--- src/rtl/pc_sequencer.sv ---
// pc_sequencer: multi-cycle fetch / decode / execute sequencer that owns the
// program counter and performs all branch, jump and jr redirection.
module pc_sequencer #(
    parameter logic [31:0] RESET_PC = 32'h0040_0000
) (
    input  logic        clk,
    input  logic        rst_n,
    output logic        imem_req,
    output logic [31:0] imem_addr,
    input  logic        imem_ready,
    input  logic [31:0] imem_rdata,
    output logic [31:0] instr,
    output logic        instr_valid,
    input  logic        exec_done,
    input  logic        rs_eq_rt,
    input  logic [31:0] rs_val,
    output logic [31:0] link_addr,
    output logic [31:0] pc,
    output logic        addr_err,
    output logic [31:0] retired
);

    typedef enum logic [1:0] {StResetWait, StFetch, StDecode, StExec} state_t;

    localparam logic [5:0] OpSpecial = 6'b000000;
    localparam logic [5:0] OpJ       = 6'b000010;
    localparam logic [5:0] OpJal     = 6'b000011;
    localparam logic [5:0] OpBeq     = 6'b000100;
    localparam logic [5:0] OpBne     = 6'b000101;
    localparam logic [5:0] FunctJr   = 6'b001000;

    state_t      state;
    logic [31:0] pc_plus4;
    logic [31:0] branch_tgt;
    logic [31:0] jump_tgt;
    logic [31:0] next_pc;
    logic        jr_misaligned;
    logic [5:0]  opcode;
    logic [5:0]  funct;

    assign opcode     = instr[31:26];
    assign funct      = instr[5:0];
    assign pc_plus4   = pc + 32'd4;
    assign branch_tgt = pc_plus4 + {{14{instr[15]}}, instr[15:0], 2'b00};
    assign jump_tgt   = {pc_plus4[31:28], instr[25:0], 2'b00};
    assign link_addr  = pc_plus4;
    assign imem_addr  = pc;

    // Next-PC selection from the latched instruction and execute-time operands.
    always_comb begin
        next_pc       = pc_plus4;
        jr_misaligned = 1'b0;
        unique case (opcode)
            OpBeq:     next_pc = rs_eq_rt ? branch_tgt : pc_plus4;
            OpBne:     next_pc = rs_eq_rt ? pc_plus4 : branch_tgt;
            OpJ, OpJal: next_pc = jump_tgt;
            OpSpecial: begin
                if (funct == FunctJr) begin
                    next_pc       = {rs_val[31:2], 2'b00};
                    jr_misaligned = (rs_val[1:0] != 2'b00);
                end
            end
            default:   next_pc = pc_plus4;
        endcase
    end

    // Sequencer FSM; every output is registered on the transition into its state.
    always_ff @(posedge clk or negedge rst_n) begin
        if (!rst_n) begin
            state       <= StResetWait;
            pc          <= RESET_PC;
            instr       <= 32'd0;
            imem_req    <= 1'b0;
            instr_valid <= 1'b0;
            addr_err    <= 1'b0;
            retired     <= 32'd0;
        end else begin
            instr_valid <= 1'b0;
            addr_err    <= 1'b0;
            unique case (state)
                StResetWait: begin
                    state    <= StFetch;
                    imem_req <= 1'b1;
                end
                StFetch: begin
                    if (imem_ready) begin
                        instr       <= imem_rdata;
                        instr_valid <= 1'b1;
                        imem_req    <= 1'b0;
                        state       <= StDecode;
                    end
                end
                StDecode: begin
                    state <= StExec;
                end
                StExec: begin
                    if (exec_done) begin
                        pc       <= next_pc;
                        addr_err <= jr_misaligned;
                        retired  <= retired + 32'd1;
                        imem_req <= 1'b1;
                        state    <= StFetch;
                    end
                end
                default: begin
                    state    <= StResetWait;
                    imem_req <= 1'b0;
                end
            endcase
        end
    end

endmodule

--- config.mk ---
export PLATFORM = sky130hd
export DESIGN_NAME = pc_sequencer
export DESIGN_NICKNAME = d
export VERILOG_FILES = /design/src/rtl/pc_sequencer.sv
export SDC_FILE = /design/constraint.sdc
export NUM_CORES = 1
export LEC_CHECK = 0
export CAP_MARGIN = 5
export CORE_MARGIN = 8
export CORE_UTILIZATION = 30
export DETAILED_ROUTE_END_ITERATION = 10
export PLACE_DENSITY = 0.56
export SETUP_SLACK_MARGIN = 0.2
export SYNTH_ARGS = -nofsm -noshare
export SYNTH_HDL_FRONTEND = slang
export SYNTH_SLANG_ARGS = --single-unit
--- constraint.sdc ---
create_clock -name clk -period 4.87 [get_ports clk]
set_input_delay 0.974 -clock clk [delete_from_list [all_inputs] [get_ports clk]]
set_output_delay 0.974 -clock clk [all_outputs]
set_load 0.01 [all_outputs]
==> summary.md <==
| Metric | Value |
|---|---|
| Outcome | finished clean |
| Antenna cell count | 0 |
| TritonCTS clock tree | done |
| Placement Setup Slack | 623 ps |
| Worst Clk Skew | approximately 6.7 ps |
| DRC viols | 0 |
| Root buf cell | clkbuf_16 |
| Worst path cell trace | and3_1 -> nand4_1 -> nor3_1 -> and3_1 -> xor2_1 -> clkdlybuf4s50_1 |
| H-tree depth | 3 |
| Sequential share of the synthesized area | 0.348 |
| WL/cell | 20.2 µm |
| Slew HR | 0.358 |
| Yosys warnings | 0 |
| Min-delay worst type | register to register |
| Clock Tree Buf Depth | 2 |
| Share of power burned in the clock network | 0.102 |
| Die span in x | ~170 µm |
| Final Util | 0.417 |
| Clock tree sinks | 99 |
| Avg Cell Area, Syn | between 9 and 10 µm² |
| Clk slew on worst S/H paths | 80 ps |
| Initial Utilization | 0.305 |
| First-pass GRT wire length | approximately 40000 µm |
| Port-buffer cells | 225 |
| Part of the cycle the worst path needs | 0.900 |
| Initial DRC count | about 430 |
| Post-CTS sizing | 0 |
| Fin. max-slew vios | 0 |
| RSZ-0062 raised after global routing | false |
| Worst-skew pair later-pin latency | about 360 ps |
| Fin cells | between 1000 and 1500 |
| Routed WL | roughly 26000 µm |
| Reg-to-Reg Start | imem_addr[9] |
| FFs w/ async S/R, synth | 1.00 |
| Top FF cell, synth | dfrtp_1 |
| Max IR drop VDD | 370 µV |
| Most frequent cells after synthesis | dfrtp_1 (98), nand2_1 (62), nor2_1 (58), xnor2_1 (58), a21oi_1 (55) |
| Placed insts | 1278 |
| Nets | approximately 1100 |
| Hpwl dp | between 20000 and 25000 µm |
| Endpoints failing setup | 0 |
| Leak | 4.00 nW |
| Final ANT Viol Nets | 0 |
| Synth top area share | 0.344 |
| Worst slew pin tran | a little under 1000 ps |
| Number of global-route vias before repair | between 6000 and 7000 |
| Post-CTS Setup Bufs | 0 |
| Number of synthesized flops with an enable pin | 0 |
| Die footprint | 0.0290 mm² |
| Post-synthesis cell count | about 790 |
| Worst hold start | retired[31] |
| Setup Crit Path Kind | register to output pin |
| Die Height | between 150 and 200 µm |
| Worst path max stage delay | ~770 ps |
| GPL Wtd Cong | 0.898 |
| Antenna violations before repair | 0 |
| Flop pwr share | 0.217 |
| PD cells | approximately 730 mW/mm² |
| Dpl cell area | between 0.009 and 0.01 mm² |
| #FFs+latches synth | 99 |
| Core area | between 0.02 and 0.025 mm² |
| CP max FO | 7 |
| CP max stage cell | nor3_1 |
| # hold bufs at CTS | 0 |
| Post-route setup slack | 487 ps |
| Startpoint Class | register |
| Crit path from | imem_addr[4] |
| Pint | between 3 and 4 mW |
| Combinational Power Share | 0.681 |
| Largest net degree at the start of global routing | 43 |
| DR vias | 6714 |
| Pwr Total | between 7 and 8 mW |
| TNS Setup | 0 ps |
| CP arrival | ~3400 ps |
| Routed vias/inst | 5.19 |
| Drt pass-1 iters | 5 |
| Sw Ratio | 0.472 |
| Total CTS buffers | 9 |
| Final hold vios | 0 |
| Count leader, synth | dfrtp_1 |
| Grt total ovfl | 0 |
| Post-synth top area cell | dfrtp_1 |
| # Max-Cap Violations | 0 |
| Distinct cells, synth | 66 |
| Synth top area cells | dfrtp_1 (34%), xnor2_1 (7.1%), ha_1 (6.5%), mux2_2 (4.9%), buf_4 (4.0%) |
| Layout cell share with drive strength beyond 1 | 0.0697 |
| Cell area after layout | 0.00976 mm² |
| Worst path most repeated cell | and3_1 |
| GR Util All Layers | 0.177 |
| Max Clock Freq | between 200 and 250 MHz |
| Worst hold margin | 471 ps |
| Ports | approximately 230 |
| Tmin final | about 4400 ps |
| Net Sw Power | 3.37 mW |
| Number of cell rows | 56 |
| Critical Path RT | roughly 3900 ps |
| Worst setup EP type | output pin |
| Area Overhead vs Synth | 37.0% |
| Synth Cell Area | between 0.007 and 0.008 mm² |
cell families (layout without fill, tap and decap cells):
logic type,count (synthesis),after routing,share of synthesized area
xor+xnor,82,82,0.101
compound gates,206,206,0.195
simple gates,238,238,0.166
flops,99,99,0.348
buf+inv,89,273,0.0705
fa+ha+maj,38,38,0.0677
other cells,1,6,0.000526
mux,33,33,0.0518
worst max-delay path: cells and delay by family (launching register included):
kind | cells | cell delay, ps
DFF | 1 | 470
xor gates and xnor gates | 1 | 200
and+or+nand+nor | 4 | 1800
buffers and inverters | 1 | 590
layout by cell type (no fill, tap or decap), types with 23 or more instances in the layout:
cell,count
dfrtp_1,98
xor2_1,24
clkdlybuf4s50_1,224
nand2_1,62
a21o_1,23
xnor2_1,57
a21oi_1,54
nand3_1,26
ha_1,37
nor2_1,58
o21ai_0,31
mux2_2,31
final cells by class:
type                            instances  area [µm²]
Timing Repair Buffer                  235        2320
Clock buffer                            9         225
Inverter                               22        82.6
Multi-Input combinational cell        603        4180
Tap cell                              319         399
Sequential cell                        99        2480
Clock inverter                          7        70.1
Fill cell                            2390       13600
state kept, by name, summed over array words and instances, names as in the netlist:
register     count
addr_err         1
imem_addr       30
imem_req         1
instr           32
instr_valid      1
retired         32
state            2
path summary, 6_finish.rpt:
check	end	slack [ps]	cells past startpoint
min	retired[31]	470	1
max	link_addr[27]	490	6
max in group asynchronous	imem_addr[30]	3480	2
max reg2reg	imem_addr[31]	530	14
min in group asynchronous	instr[10]	490	1
min reg2reg	retired[31]	470	1
metal layers:
metal / vias up / global-route usage / wire length [µm]
li1: 3189 / - / -
met1: 3289 / 0.224 / 11200
met2: 212 / 0.300 / 12700
met3: 24 / 0.0366 / 1720
met4: 0 / 0.0515 / 466
met5: - / 0 / 0
power groups by stage:
stage	sequential (mW)	clock (mW)	combinational [mW]
final	1.55	0.728	4.87
after CTS	1.55	0.756	4.88
after detailed placement	1.57	0	4.85
after global routing	1.60	0.784	5.29
after floorplan	1.53	0	3.01
after global placement	1.56	0	4.86
No activity file was read; power rests on OpenSTA's default activity.
